<file path="src/rtl/irrigation_sequencer_pkg.sv">
// Shared definitions for the irrigation sequencer: FSM state encoding and the
// tank-probe consistency check.
package irrigation_sequencer_pkg;

  typedef enum logic [2:0] {
    ST_IDLE     = 3'd0,
    ST_SPRINKLE = 3'd1,
    ST_DRIP     = 3'd2,
    ST_COOLDOWN = 3'd3,
    ST_FAULT    = 3'd4
  } irr_state_t;

  // A wet upper probe above a dry lower probe can only mean a broken sensor.
  function automatic logic level_conflict(input logic low, input logic mid, input logic high);
    return (high & ~mid) | (mid & ~low) | (high & ~low);
  endfunction

endpackage

</file>
<file path="src/rtl/irrigation_sequencer_input_debouncer.sv">
// Two-flop synchroniser followed by a stability counter; the output follows the
// synchronised input only after it has differed for DEBOUNCE_CYCLES consecutive cycles.
module input_debouncer #(
  parameter int unsigned DEBOUNCE_CYCLES = 16
) (
  input  logic clock,
  input  logic reset,
  input  logic raw,
  output logic stable
);

  localparam int unsigned CW = $clog2(DEBOUNCE_CYCLES + 1);
  localparam logic [CW-1:0] LAST = CW'(DEBOUNCE_CYCLES - 1);

  logic          sync_a;
  logic          sync_b;
  logic [CW-1:0] cnt;

  always_ff @(posedge clock) begin
    if (reset) begin
      sync_a <= 1'b0;
      sync_b <= 1'b0;
      cnt    <= '0;
      stable <= 1'b0;
    end else begin
      sync_a <= raw;
      sync_b <= sync_a;
      if (sync_b == stable) begin
        cnt <= '0;
      end else if (cnt == LAST) begin
        stable <= sync_b;
        cnt    <= '0;
      end else begin
        cnt <= cnt + CW'(1);
      end
    end
  end

endmodule

</file>
<file path="src/rtl/irrigation_sequencer.sv">
// Irrigation plant sequencer: debounced sensors, tank fill valve with timeout,
// and the sprinkler/dripper FSM with minimum-run and cooldown timing.
//
// state     | meaning
// IDLE      | actuators off, waiting for a start condition
// SPRINKLE  | sprinkler pump running
// DRIP      | dripper valve open
// COOLDOWN  | anti-short-cycle hold after any run
// FAULT     | probe conflict or fill timeout; sticky until operator clears
module irrigation_sequencer
  import irrigation_sequencer_pkg::*;
#(
  parameter int unsigned DEBOUNCE_CYCLES = 16,
  parameter int unsigned MIN_RUN         = 64,
  parameter int unsigned FILL_TIMEOUT    = 1024,
  parameter int unsigned CNT_W           = 16
) (
  input  logic       clock,
  input  logic       reset,
  input  logic       low_water_level,
  input  logic       mid_water_level,
  input  logic       high_water_level,
  input  logic       earth_humidity,
  input  logic       air_humidity,
  input  logic       low_temperature,
  input  logic       enable,
  output logic       water_supply_valvule,
  output logic       splinker_bomb,
  output logic       dripper_valvule,
  output logic       alarm,
  output logic       fault,
  output logic [2:0] state_code
);

  localparam logic [CNT_W-1:0] RUN_LAST = CNT_W'(MIN_RUN - 1);
  localparam logic [CNT_W-1:0] FILL_LIM = CNT_W'(FILL_TIMEOUT);
  localparam logic [CNT_W-1:0] CNT_MAX  = '1;

  logic [5:0] raw_in;
  logic [5:0] db;
  logic       low_db, mid_db, high_db, earth_db, air_db, cold_db;
  logic       conflict;

  irr_state_t       state, next_state;
  logic [CNT_W-1:0] run_cnt;
  logic [CNT_W-1:0] fill_cnt;
  logic             fill_fault;

  assign raw_in = {low_water_level, mid_water_level, high_water_level,
                   earth_humidity, air_humidity, low_temperature};

  for (genvar i = 0; i < 6; i++) begin : g_db
    input_debouncer #(.DEBOUNCE_CYCLES(DEBOUNCE_CYCLES)) u_db (
      .clock  (clock),
      .reset  (reset),
      .raw    (raw_in[i]),
      .stable (db[i])
    );
  end

  assign {low_db, mid_db, high_db, earth_db, air_db, cold_db} = db;
  assign conflict = level_conflict(low_db, mid_db, high_db);

  always_ff @(posedge clock) begin
    if (reset) state <= ST_IDLE;
    else       state <= next_state;
  end

  // Priority in every state: fault, then stop, then start.
  always_comb begin
    next_state = state;
    case (state)
      ST_IDLE: begin
        if (conflict || fill_fault)
          next_state = ST_FAULT;
        else if (enable && !earth_db && low_db)
          next_state = (mid_db && !air_db && !cold_db) ? ST_SPRINKLE : ST_DRIP;
      end
      ST_SPRINKLE, ST_DRIP: begin
        if (conflict || fill_fault)
          next_state = ST_FAULT;
        else if (!low_db || !enable || (earth_db && run_cnt >= RUN_LAST))
          next_state = ST_COOLDOWN;
      end
      ST_COOLDOWN: begin
        if (conflict)
          next_state = ST_FAULT;
        else if (run_cnt >= RUN_LAST)
          next_state = ST_IDLE;
      end
      ST_FAULT: begin
        if (!enable && !conflict && high_db)
          next_state = ST_IDLE;
      end
      default: next_state = ST_IDLE;
    endcase
  end

  always_comb begin
    splinker_bomb   = 1'b0;
    dripper_valvule = 1'b0;
    fault           = 1'b0;
    state_code      = state;
    case (state)
      ST_SPRINKLE: splinker_bomb   = 1'b1;
      ST_DRIP:     dripper_valvule = 1'b1;
      ST_FAULT:    fault           = 1'b1;
      default: ;
    endcase
  end

  // Run/cooldown timer restarts on every state change; fill timer runs while the valve is open.
  always_ff @(posedge clock) begin
    if (reset) begin
      run_cnt              <= '0;
      fill_cnt             <= '0;
      fill_fault           <= 1'b0;
      water_supply_valvule <= 1'b0;
      alarm                <= 1'b0;
    end else begin
      if (next_state != state || next_state == ST_IDLE || next_state == ST_FAULT)
        run_cnt <= '0;
      else if (run_cnt != CNT_MAX)
        run_cnt <= run_cnt + CNT_W'(1);

      if (!water_supply_valvule)
        fill_cnt <= '0;
      else if (fill_cnt != CNT_MAX)
        fill_cnt <= fill_cnt + CNT_W'(1);

      if (state == ST_FAULT && next_state == ST_IDLE)
        fill_fault <= 1'b0;
      else if (fill_cnt >= FILL_LIM)
        fill_fault <= 1'b1;

      water_supply_valvule <= !high_db && !conflict && !fault;
      alarm                <= !mid_db || fault;
    end
  end

endmodule

</file>
<file path="config.mk">
export PLATFORM = sky130hd
export DESIGN_NAME = irrigation_sequencer
export DESIGN_NICKNAME = d
export VERILOG_FILES = /design/src/rtl/irrigation_sequencer_pkg.sv /design/src/rtl/irrigation_sequencer_input_debouncer.sv /design/src/rtl/irrigation_sequencer.sv
export SDC_FILE = /design/constraint.sdc
export NUM_CORES = 1
export LEC_CHECK = 0
export ABC_AREA = 1
export ABC_CLOCK_PERIOD_IN_PS = 3250
export CORE_AREA = 2 2 117 119
export CTS_BUF_LIST = sky130_fd_sc_hd__clkbuf_8
export CTS_CLUSTER_DIAMETER = 150
export DETAILED_ROUTE_END_ITERATION = 16
export DIE_AREA = 0 0 119 121
export DONT_BUFFER_PORTS = 1
export GPL_TIMING_DRIVEN = 1
export PLACE_DENSITY = 0.4
export SETUP_SLACK_MARGIN = 0.15
export SLEW_MARGIN = 10
export SYNTH_ARGS = -nofsm -noshare
export SYNTH_HDL_FRONTEND = slang
export SYNTH_SLANG_ARGS = --single-unit
</file>
<file path="constraint.sdc">
create_clock -name clock -period 3.25 [get_ports clock]
set_input_delay 0.4875 -clock clock [delete_from_list [all_inputs] [get_ports clock]]
set_output_delay 0.4875 -clock clock [all_outputs]
set_load 0.03 [all_outputs]
</file>
# After elaboration in Yosys (flattened, before gate mapping)
# Cells that the tools add are included.
# totals
reg_bits,86
in_bits,9
# op_classes
reduce_logical,43
order_cmp,2
addsub,8
eq_ne,20
mux,12
bitwise_logic,14
# op_table
operator,count
"16-bit by 1-bit adder with 16-bit output, second input constant",2
"16-bit != test, second input constant",2
"5-bit by 1-bit adder with 5-bit output, second input constant",6
"5-bit by 4-bit == test with 1-bit output, second input constant",6
3-bit two-way mux,7
3-bit OR reduction,6
"16-bit by 11-bit >= comparator with 1-bit output, second input constant",1
"16-bit by 6-bit >= comparator with 1-bit output, second input constant",1
3-bit one-hot mux with 4 select lines,1
2-bit AND reduction,6
1-bit logical AND,10
1-bit logical NOT,9
1-bit inverter,9
2-bit OR reduction,4
1-bit == test,6
"3-bit by 2-bit == test with 1-bit output, second input constant",2
"3-bit == test, second input constant",2
3-bit logical NOT,2
1-bit logical OR,6
1-bit bitwise AND,3
"3-bit by 1-bit == test with 1-bit output, second input constant",1
1-bit two-way mux,3
3-bit != test,1
2-bit two-way mux,1
1-bit OR,2

# Longest topological paths before layout
# Gate-level depths: netlist of the first run.
# depth
depth_word,13
ltp_mapped,13
mapped_depth_nobuf,12

# Modules after synthesis
# From an unflattened synthesis of the first run, not the netlist that was laid out.
# hier_totals
cells_unflattened,510
area_unflattened_um2,3900.0
# modules_own_cells
mod,seq_area_each_um2,cells_each,area_each_um2,instances
irrigation_sequencer,760.7,294,2045.7,1
input_debouncer,160.2,36,309.0,6

# Least setup slack after synthesis of the first run
# OpenSTA, ideal clock, no wires.
# synth_timing
kind,reg-to-reg
from,register state[0] (netlist: state_code[0])
to,register run_cnt[7]
t_arrival_ps,1832
n_path_buf,2
stages_incl_launch_ff,13
setup_time_ps,73
slack_ps,1345
path_cell_list,dfxtp_1 buf_2 nor2_1 nand2_1 inv_2 a22oi_2 nand2_2 clkinv_2 nor2_1 nor2_2 nand2_2 buf_6 nor3_2
# synth_between
elab_chain_cells,7
# synth_rtl
item,line,source
from (decl),irrigation_sequencer.sv:44,"irr_state_t state, next_state;"
from (signal assigned),irrigation_sequencer.sv:66,else state <= next_state;
3-bit by 2-bit == test with 1-bit output (tied with other cells),irrigation_sequencer.sv:72,case (state)
2-bit OR reduction (tied with other cells),irrigation_sequencer.sv:72,
3-bit one-hot mux with 4 select lines,irrigation_sequencer.sv:72,
3-bit != test / 3-bit logical NOT (equally long branches),irrigation_sequencer.sv:121,if (next_state != state || next_state == ST_IDLE || next_state == ST_FAULT)
1-bit logical OR,irrigation_sequencer.sv:121,
1-bit logical OR *,irrigation_sequencer.sv:121,
2-bit OR reduction (no source line) *,--,
to (signal assigned),irrigation_sequencer.sv:124,run_cnt <= run_cnt + CNT_W'(1);
to (decl),irrigation_sequencer.sv:45,logic [CNT_W-1:0] run_cnt;
# Every way passes the cells marked *; elsewhere a longest branch is shown, timed or not.
# A chain may end at the register's enable or synchronous reset.

# Final worst setup path of the first run
# layout_timing
from,register state[0] (netlist: state_code[0])
to,output splinker_bomb
# layout_between
elab_chain_cells,2
# layout_rtl
item,line,source
3-bit by 1-bit == test with 1-bit output,irrigation_sequencer.sv:104,case (state)
1-bit two-way mux,irrigation_sequencer.sv:104,
to (decl),irrigation_sequencer.sv:28,"output logic splinker_bomb,"
# No other way between the ends.

==> flow_summary.toml, run 1 <==
[outcome]
status = "finished, final reports clean"

[placement]
io_buffers = 0
hpwlAfterDp_um = 5430
gp_congestion = 0.779
pre_cts_ws_ns = 1.01

[clock_network]
ctsResizeCount = 0
cts_hold_buf = 0
cts_tree = "done"
ctsLongestPathBuffers = 2
clk_pin_slew_ns = 0.08
cts_setup_buffers = 0
cts_made_buffers = 9
htreeDepth = 3
insertion_delay_ns = 0.35
cts.sinks = 86
cts-root-buf = "clkbuf_8"

[global_route]
grt_pass1_wl_um = 12900
grt_pass1_vias = 2855
antenna_found_initial = 0
grt_max_degree = 17
gr-total-overflow = 0
grt.total_usage_pct = 11.3

[die]
io_pins = 17
row_count = 42
die_x_um = 119
chipHeight_um = 121
start_util_pct = 29.6
dieArea_mm2 = 0.0144
core_area_mm2 = 0.0131

[hold_path]
hold_path_depth = 1
hp-class = "in2reg"
min_from = "reset"
hold_path_end = "g_db[0].u_db.sync_b"

[routing]
wl_um = 7400
drt-initial-drc-count = 54
post_drt_wl_per_cell_um = 10.8
viasPerCell = 4.32
drc = 0
vias = 2956
dr.pass1.iters = 4
postRouteAntennaNets = 0

[timing]
max-slew-margin-rel_pct = 53.7
clock-skew-final_ns = 0.0106
layout_min_cycle_time_ns = 2.30
tightest_slew_ns = 0.692
fmax_ghz = 0.434
drv_slew = 0
finalHoldViolations = 0
finalSetupViolCount = 0
setup_tns_ns = 0
rsz0062_at_grt = "false"
layout_setup_ws_ns = 0.948
post-route-period-util_pct = 70.8

[cells_and_area]
num_antenna_cells = 0
multi_input_area_mm2 = 0.00177
fin_util_pct = 32.5
layout-drive-gt1-share_pct = 7.07
fin_nets = 530
nFillCells = 1379
regArea_mm2 = 0.00172
final_cell_mix = "86 x inv_1, 86 x dfxtp_1, 79 x nor2_1, 53 x nand2_1, 30 x nand3_1"
area_growth_pct = 9.91

[job]
cap_viol_max_count = 0

[synth]
synth_area_mm2 = 0.00387
syn_inst = 500
muxShareOfSynthArea_pct = 0.258
ys_types = 39
ys_seq_elements = 86
avgSynthCellArea_um2 = 7.75
yosys.area_share.adder_pct = 4.84
synth_compound_area_share_pct = 10.0
syn_nets = 524
synth_top_family_by_area = "simple AND/OR/NAND/NOR gates"
yosysSeqAreaShare_pct = 44.4
synth_xor_area_share_pct = 4.29
synth_warnings = 0
synthSimpleGateAreaFrac_pct = 26.3

[setup_path]
r2r_start = "state_code[0]"
cp.arrival_ns = 1.81
path_max_fanout = 9
end_kind = "primary output"
r2r-end = "run_cnt[5]"
cp.required_ns = 2.76
start_kind = "flip-flop"
criticalPathCategory = "reg2out"
r2r_cells = 10
ff2ff_setup_slack_ns = 1.06

[pwr]
sequentialPowerShare_pct = 52.0
power_switching_mw = 0.645
power_density_mw_per_mm2 = 510
vdd_drop_max_uv = 238
combPwrFrac_pct = 14.0
clkPwrFrac_pct = 33.9
p_leak_nw = 1.63
p_total_mw = 2.17
p_int_mw = 1.53
switching_share_pct = 29.7
==> synthesized netlist by cell type <==
master,count,area share [%]
a211oi_1,2,0.39
a21oi_1,26,3.4
a22oi_2,1,0.32
a31oi_1,3,0.48
and2_0,1,0.16
buf_2,2,0.26
buf_4,1,0.19
buf_6,1,0.29
clkbuf_1,3,0.29
clkinv_1,3,0.29
clkinv_2,1,0.13
dfxtp_1,86,44
ha_1,15,4.8
inv_1,84,8.1
inv_2,3,0.29
mux2i_1,1,0.26
nand2_1,53,5.1
nand2_2,2,0.32
nand3_1,30,3.9
nand3_2,2,0.52
nand4_1,6,0.97
nor2_1,79,7.7
nor2_2,1,0.16
nor3_1,18,2.3
nor3_2,11,2.8
nor3b_1,6,1.2
nor4_1,6,0.97
o2111ai_1,1,0.23
o211ai_1,8,1.5
o21a_1,4,0.77
o21ai_0,14,1.8
o21ai_1,1,0.13
o21ai_2,1,0.23
o21bai_1,2,0.39
o22ai_1,1,0.16
o311ai_0,1,0.23
or2_1,1,0.16
xnor2_1,2,0.45
xor2_1,17,3.8
==> stage by stage <==
stage	std cells	cell area, um2	hold slack, ns
after floorplan	500	3870	0.388
after global placement	671	4070	0.393
after detailed placement	671	4070	0.393
after CTS	685	4260	0.174
after global routing	685	4260	0.172
final	685	4260	0.202
==> how the worst max path moves through the flow <==
stage                       start            end  slack [ns]  depth (start not counted)
detailed placement  state_code[0]     run_cnt[3]        1.01                         10
finish              state_code[0]  splinker_bomb        0.95                          2
global placement    state_code[0]     run_cnt[2]        1.08                         10
global route        state_code[0]     run_cnt[5]        0.80                         10
CTS                 state_code[0]  splinker_bomb        0.89                          2
floorplan           state_code[0]     run_cnt[7]        1.35                         12
==> worst max-delay path, cell delays in order (launching register included) <==
cell     delay, ns
dfxtp_1       0.72
nand2_1       0.18
nor2_1        0.57
==> power groups by stage <==
stage | Combinational [mW] | Clock, mW | Sequential (mW)
3_3_place_gp | 0.306 | 0 | 1.16
2_1_floorplan | 0.278 | 0 | 1.14
3_5_place_dp | 0.311 | 0 | 1.16
6_report | 0.305 | 0.738 | 1.13
4_1_cts | 0.312 | 0.781 | 1.13
5_1_grt | 0.346 | 0.822 | 1.14
==> flip-flops by register name (all words and copies together) (netlist names), 3 cells and up <==
| register | count |
|---|---|
| run_cnt | 16 |
| state_code | 3 |
| g_db.u_db.sync_a | 6 |
| g_db.u_db.cnt | 30 |
| g_db.u_db.sync_b | 6 |
| fill_cnt | 16 |
| g_db.u_db.stable | 6 |
==> logic make-up after synthesis <==
logic type      after synthesis
xor+xnor                     19
flops                        86
mux                           1
fa+ha+maj                    15
simple gates                216
buf+inv                      98
compound gates               65
==> metal layers <==
metal  track usage [%]  share of wire, %  vias up
li1                  -                 -     1625
met1              13.7                49     1295
met2              18.6                46       26
met3              2.68               3.6       10
met4              6.03               2.1        0
met5                 0                 0        -
==> layout make-up <==
cell class	count	area share (%)
clock buffer	11	3.55
clock inverter	3	0.881
inverter	91	8.05
multi-input combinational	316	41.6
sequential	86	40.4
tap	176	5.17
timing repair buffer	2	0.353
(Power assumes the default switching activity.)
==> run 2, diff against run 1 <==
--- a/config.mk
+++ b/config.mk
@@ -6,7 +6,7 @@
 export NUM_CORES = 1
 export LEC_CHECK = 0
 export ABC_AREA = 1
-export ABC_CLOCK_PERIOD_IN_PS = 3250
+export ABC_CLOCK_PERIOD_IN_PS = 1800
 export CORE_AREA = 2 2 117 119
 export CTS_BUF_LIST = sky130_fd_sc_hd__clkbuf_8
 export CTS_CLUSTER_DIAMETER = 150
@@ -14,7 +14,7 @@
 export DIE_AREA = 0 0 119 121
 export DONT_BUFFER_PORTS = 1
 export GPL_TIMING_DRIVEN = 1
-export PLACE_DENSITY = 0.4
+export PLACE_DENSITY = 0.42
 export SETUP_SLACK_MARGIN = 0.15
 export SLEW_MARGIN = 10
 export SYNTH_ARGS = -nofsm -noshare
==> constraint.sdc (replaced) <==
create_clock -name clock -period 1.8 [get_ports clock]
set_input_delay 0.27 -clock clock [delete_from_list [all_inputs] [get_ports clock]]
set_output_delay 0.27 -clock clock [all_outputs]
set_load 0.03 [all_outputs]
==> flow_summary.toml, run 2 (same netlist as run 1, synthesis figures left out) <==
[global_route]
grt_pass1_vias = 3245
grt_max_degree = 16
antenna_found_initial = 0
grt_pass1_wl_um = 14500
grt.total_usage_pct = 12.5
gr-total-overflow = 0

[clock_network]
cts_made_buffers = 9
clk_pin_slew_ns = 0.08
insertion_delay_ns = 0.36
htreeDepth = 3
cts_tree = "done"
cts.sinks = 86
ctsLongestPathBuffers = 2
cts-root-buf = "clkbuf_8"

[die]
start_util_pct = 29.6
io_pins = 17
row_count = 42
die_x_um = 119
dieArea_mm2 = 0.0144
chipHeight_um = 121
core_area_mm2 = 0.0131

[cells_and_area]
reg_top3 = "g_db.u_db.cnt: 30 flops, fill_cnt: 16 flops, run_cnt: 16 flops"
largest-register = "g_db.u_db.cnt"
mostFrequentLayoutCell = "inv_1"
largest_reg_flops = 30
fin_nets = 583
num_antenna_cells = 0
final_cell_area_mm2 = 0.00510
final_cells = 740
final_cell_mix = "80 x inv_1, 72 x nor2_1, 67 x dfxtp_1, 43 x nand2_1, 43 x buf_4"
area_growth_pct = 31.7
fin_util_pct = 39.0
layout-drive-gt1-share_pct = 28.7

[setup_path]
cp.arrival_ns = 2.00
cp_slowest_cell = "dfxtp_2"
end_kind = "flip-flop"
criticalPathCategory = "reg2reg"
cp.required_ns = 2.08
critPathMaxStageDelay_ns = 0.32
worstPathCellList = "or2_1 -> nor2_2 -> nand3_4 -> nand2_4 -> nand3_2 -> nand3_2 -> nand3_2 -> nand2_2 -> nand2_4 -> buf_12 -> nor3_4"
path_max_fanout = 8
start_kind = "flip-flop"
path_common_cell = "nand3_2"

[timing]
rsz0062_at_grt = "true"
finalSetupViolCount = 0
tightest_slew_ns = 0.521
drv_slew = 0
setup_tns_ns = 0
layout_setup_ws_ns = 0.0790
finalHoldViolations = 0
clock-skew-final_ns = 0.0104
max-slew-margin-rel_pct = 65.2
layout_min_cycle_time_ns = 1.72
whs_ns = 0.0217
fmax_ghz = 0.581
post-route-period-util_pct = 95.6

[routing]
dr.pass1.iters = 4
vias = 3341
postRouteAntennaNets = 0
post_drt_wl_per_cell_um = 11.6
viasPerCell = 4.51
drt-initial-drc-count = 172
wl_um = 8550
drc = 0

[pwr]
power_density_mw_per_mm2 = 937
p_leak_nw = 2.04
p_total_mw = 4.78
vdd_drop_max_uv = 409

[placement]
pre_cts_ws_ns = -0.0301
hpwlAfterDp_um = 5680
io_buffers = 0
place_area_mm2 = 0.00433
gp_congestion = 0.770
dp_cells = 699

[hold_path]
hp-class = "in2reg"

[outcome]
status = "finished, final reports clean"

[job]
cap_viol_max_count = 0
## run 2: changes by cell type in the layout (fill, tap and decap cells not counted), moves of 7 or more
cell / delta
buf_4: +41
dfxtp_1: -19
dfxtp_2: +17
nor3_1: -11
nand2_1: -10
nand3_1: -10
nand3_2: +8
nand2_2: +7
nor2_1: -7
nor2_2: +7
nor3_2: +7
## run 2: timing repair
| item | 4_1_cts | 5_1_grt |
|---|---|---|
| hold buffers | 6 | 0 |
| resized for setup | 39 | 58 |
| endpoints found under the hold margin | 15 | 0 |
| endpoints found under the setup margin | 25 | 43 |
| setup buffers | 4 | 13 |
| pin swaps | 11 | 26 |
| gates cloned | 2 | 0 |
## run 2: path summary, 6_finish.rpt
kind | start | to | slack [ns] | depth (start not counted)
hold reg to reg | g_db[0].u_db.sync_a | g_db[0].u_db.sync_b | 0.41 | 2
setup / recovery | run_cnt[12] | run_cnt[13] | 0.08 | 11
hold / removal | earth_humidity | g_db[2].u_db.sync_a | 0.02 | 2
setup reg to reg | run_cnt[12] | run_cnt[13] | 0.08 | 11
## run 2: final cells by class
class	instances	area, um2
clock buffer	13	179
clock inverter	3	41.3
fill	1344	7980
inverter	91	348
multi-input combinational	316	2060
sequential	86	1750
tap	176	220
timing repair buffer	55	509
## run 2: power breakdown
group          internal [mW]  leakage [nW]  switching [mW]  total (mW)
Sequential              1.95         0.707          0.0658        2.02
Combinational          0.571          1.22           0.728        1.30
Clock                  0.789         0.113           0.674        1.46
## run 2: worst max-delay path, delay by kind of cell (launching register included)
kind / cells / cell delay [ns]
AND/OR/NAND/NOR: 10 / 1.17
buffers and inverters: 1 / 0.16
flip-flops: 1 / 0.32
## run 2: metal layers
layer	track usage (%)	share of wire, %	vias to the layer above
met2	20.9	49	47
met3	3.24	3.4	10
met1	15.0	46	1555
li1	-	-	1729
met4	6.32	1.5	0
met5	0	0	-
==> run 3, diff against run 2 <==
--- a/config.mk
+++ b/config.mk
@@ -13,7 +13,6 @@
 export DETAILED_ROUTE_END_ITERATION = 16
 export DIE_AREA = 0 0 119 121
 export DONT_BUFFER_PORTS = 1
-export GPL_TIMING_DRIVEN = 1
 export PLACE_DENSITY = 0.42
 export SETUP_SLACK_MARGIN = 0.15
 export SLEW_MARGIN = 10
==> constraint.sdc (replaced) <==
create_clock -name clock -period 1.8 [get_ports clock]
set_input_delay 0.27 -clock clock [delete_from_list [all_inputs] [get_ports clock]]
set_output_delay 0.27 -clock clock [all_outputs]
set_load 0.01 [all_outputs]
==> flow_summary.toml, run 3 (same netlist as run 1, synthesis figures left out) <==
[die]
io_pins = 17
core_area_mm2 = 0.0131
start_util_pct = 29.6
chipHeight_um = 121
die_x_um = 119
dieArea_mm2 = 0.0144
row_count = 42

[timing]
finalSetupViolCount = 0
rsz0062_at_grt = "true"
layout_min_cycle_time_ns = 1.73
finalHoldViolations = 0
layout_setup_ws_ns = 0.0722
tightest_slew_ns = 0.513
fmax_ghz = 0.579
post-route-period-util_pct = 96.0
max-slew-margin-rel_pct = 65.7
drv_slew = 0
clock-skew-final_ns = 0.0141

[setup_path]
end_kind = "flip-flop"
path_common_cell = "nand3_2"
critPathMaxStageDelay_ns = 0.33
cp.required_ns = 2.08
crit_buf_inv = 1
r2r_start = "run_cnt[13]"
worstPathCellList = "or2_1 -> nor2_2 -> nand3_4 -> nand2_4 -> nand3_2 -> nand3_2 -> nand3_2 -> nand2_2 -> nand2_4 -> buf_12 -> nor3_4"
cp-startpoint = "run_cnt[13]"
criticalPathCategory = "reg2reg"
cp_slowest_cell = "dfxtp_2"
path_max_fanout = 8
start_kind = "flip-flop"
path_delay_family = "simple AND/OR/NAND/NOR gates"
cp.arrival_ns = 2.01

[routing]
wl_um = 8520
post_drt_wl_per_cell_um = 11.5
drc = 0
dr.pass1.iters = 4
drt-initial-drc-count = 116
vias = 3309
viasPerCell = 4.45
postRouteAntennaNets = 0

[clock_network]
ctsLongestPathBuffers = 2
clk_pin_slew_ns = 0.08
cts_tree = "done"
cts-root-buf = "clkbuf_8"
cts_made_buffers = 9
cts.sinks = 86
insertion_delay_ns = 0.35
htreeDepth = 3

[global_route]
grt_max_degree = 16
grt.total_usage_pct = 12.1
grt_pass1_wl_um = 14200
gr-total-overflow = 0
grt_pass1_vias = 3131
antenna_found_initial = 0

[cells_and_area]
final_cell_mix = "83 x inv_1, 71 x nor2_1, 70 x dfxtp_1, 46 x buf_4, 41 x nand2_1"
num_antenna_cells = 0
reg_top3 = "g_db.u_db.cnt: 30 flops, fill_cnt: 16 flops, run_cnt: 16 flops"
nFillCells = 1321
largest_reg_flops = 30
mostFrequentLayoutCell = "inv_1"
largest-register = "g_db.u_db.cnt"
fin_nets = 586
layout-drive-gt1-share_pct = 28.4
area_growth_pct = 33.2
final_cells = 743

[placement]
dp_cells = 701
io_buffers = 0
hpwlAfterDp_um = 5870
pre_cts_ws_ns = -0.107
gp_congestion = 0.784

[pwr]
p_leak_nw = 2.12
power_switching_mw = 1.50
sequentialPowerShare_pct = 43.5
switching_share_pct = 32.5
combPwrFrac_pct = 30.5
vdd_drop_max_uv = 447
power_density_mw_per_mm2 = 891
p_int_mw = 3.10
p_total_mw = 4.60
clkPwrFrac_pct = 26.0

[hold_path]
min_from = "earth_humidity"
hp-class = "in2reg"

[outcome]
status = "finished, final reports clean"

[job]
cap_viol_max_count = 0
-- run 3: cell count changes in the layout (fill, tap and decap cells not counted), sizes merged --
| cell | previous run | this run |
|---|---|---|
| clkinv | 4 | 5 |
| buf | 49 | 51 |
| bufinv | 1 | 0 |
| clkinvlp | 1 | 2 |
| inv | 88 | 90 |
| clkbuf | 13 | 11 |
-- run 3: power by group through the flow --
stage	clock network (mW)	logic (mW)	registers, mW
5_1_grt	1.34	1.51	2.01
2_1_floorplan	0	0.500	2.03
3_5_place_dp	0	0.712	2.04
4_1_cts	1.26	1.05	2.00
3_3_place_gp	0	0.708	2.04
6_report	1.19	1.40	2.00
-- run 3: path summary, 6_finish.rpt --
path | slack [ns] | to | depth (start not counted)
worst max-delay path | 0.07 | run_cnt[6] | 11
worst max register to register | 0.07 | run_cnt[6] | 11
worst min-delay path | 0.02 | g_db[2].u_db.sync_a | 2
worst min register to register | 0.41 | g_db[0].u_db.sync_b | 2
-- run 3: metrics by stage --
stage	util, %	setup TNS, ns	hold slack [ns]	instance area, um2
final	39.4	0	0.0240	5160
after global routing	39.4	-0.356	0.00759	5160
after CTS	36.4	0	0.00169	4770
after detailed placement	33.0	-0.482	0.344	4320
after global placement	33.0	0	0.344	4320
after floorplan	-	0	0.377	3880
-- run 3: cell type report --
type                            count  area [um2]  share of cell area, %
Clock buffer                       10         138                   2.67
Clock inverter                      6        31.3                  0.606
Inverter                           91         348                   6.74
Tap cell                          176         220                   4.27
Multi-Input combinational cell    316        2140                   41.5
Timing Repair Buffer               58         533                   10.3
Sequential cell                    86        1750                   33.9
-- run 3: worst register-to-register path, stage by stage (launching register included) --
cell and delay (ns):
dfxtp_2 0.33, or2_1 0.25, nor2_2 0.15, nand3_4 0.10, nand2_4 0.07, nand3_2 0.07
nand3_2 0.08, nand3_2 0.09, nand2_2 0.10, nand2_4 0.08, buf_12 0.17, nor3_4 0.17
-- run 3: layer usage --
metal | vias to the layer above | track usage, % | part of all wire (%)
met3 | 8 | 3.29 | 3.6
met2 | 34 | 20.0 | 48
met5 | - | 0 | 0
met1 | 1537 | 15.0 | 47
met4 | 0 | 4.46 | 1.3
li1 | 1730 | - | -
-- run 3: timing repair --
| item | in CTS | in global routing |
|---|---|---|
| hold buffers | 6 | 0 |
| cloned | 1 | 1 |
| hold endpoints to repair | 15 | 0 |
| pin swaps | 25 | 35 |
| resized for setup | 35 | 79 |
| buffers inserted | 7 | 11 |
| setup endpoints to repair | 27 | 37 |
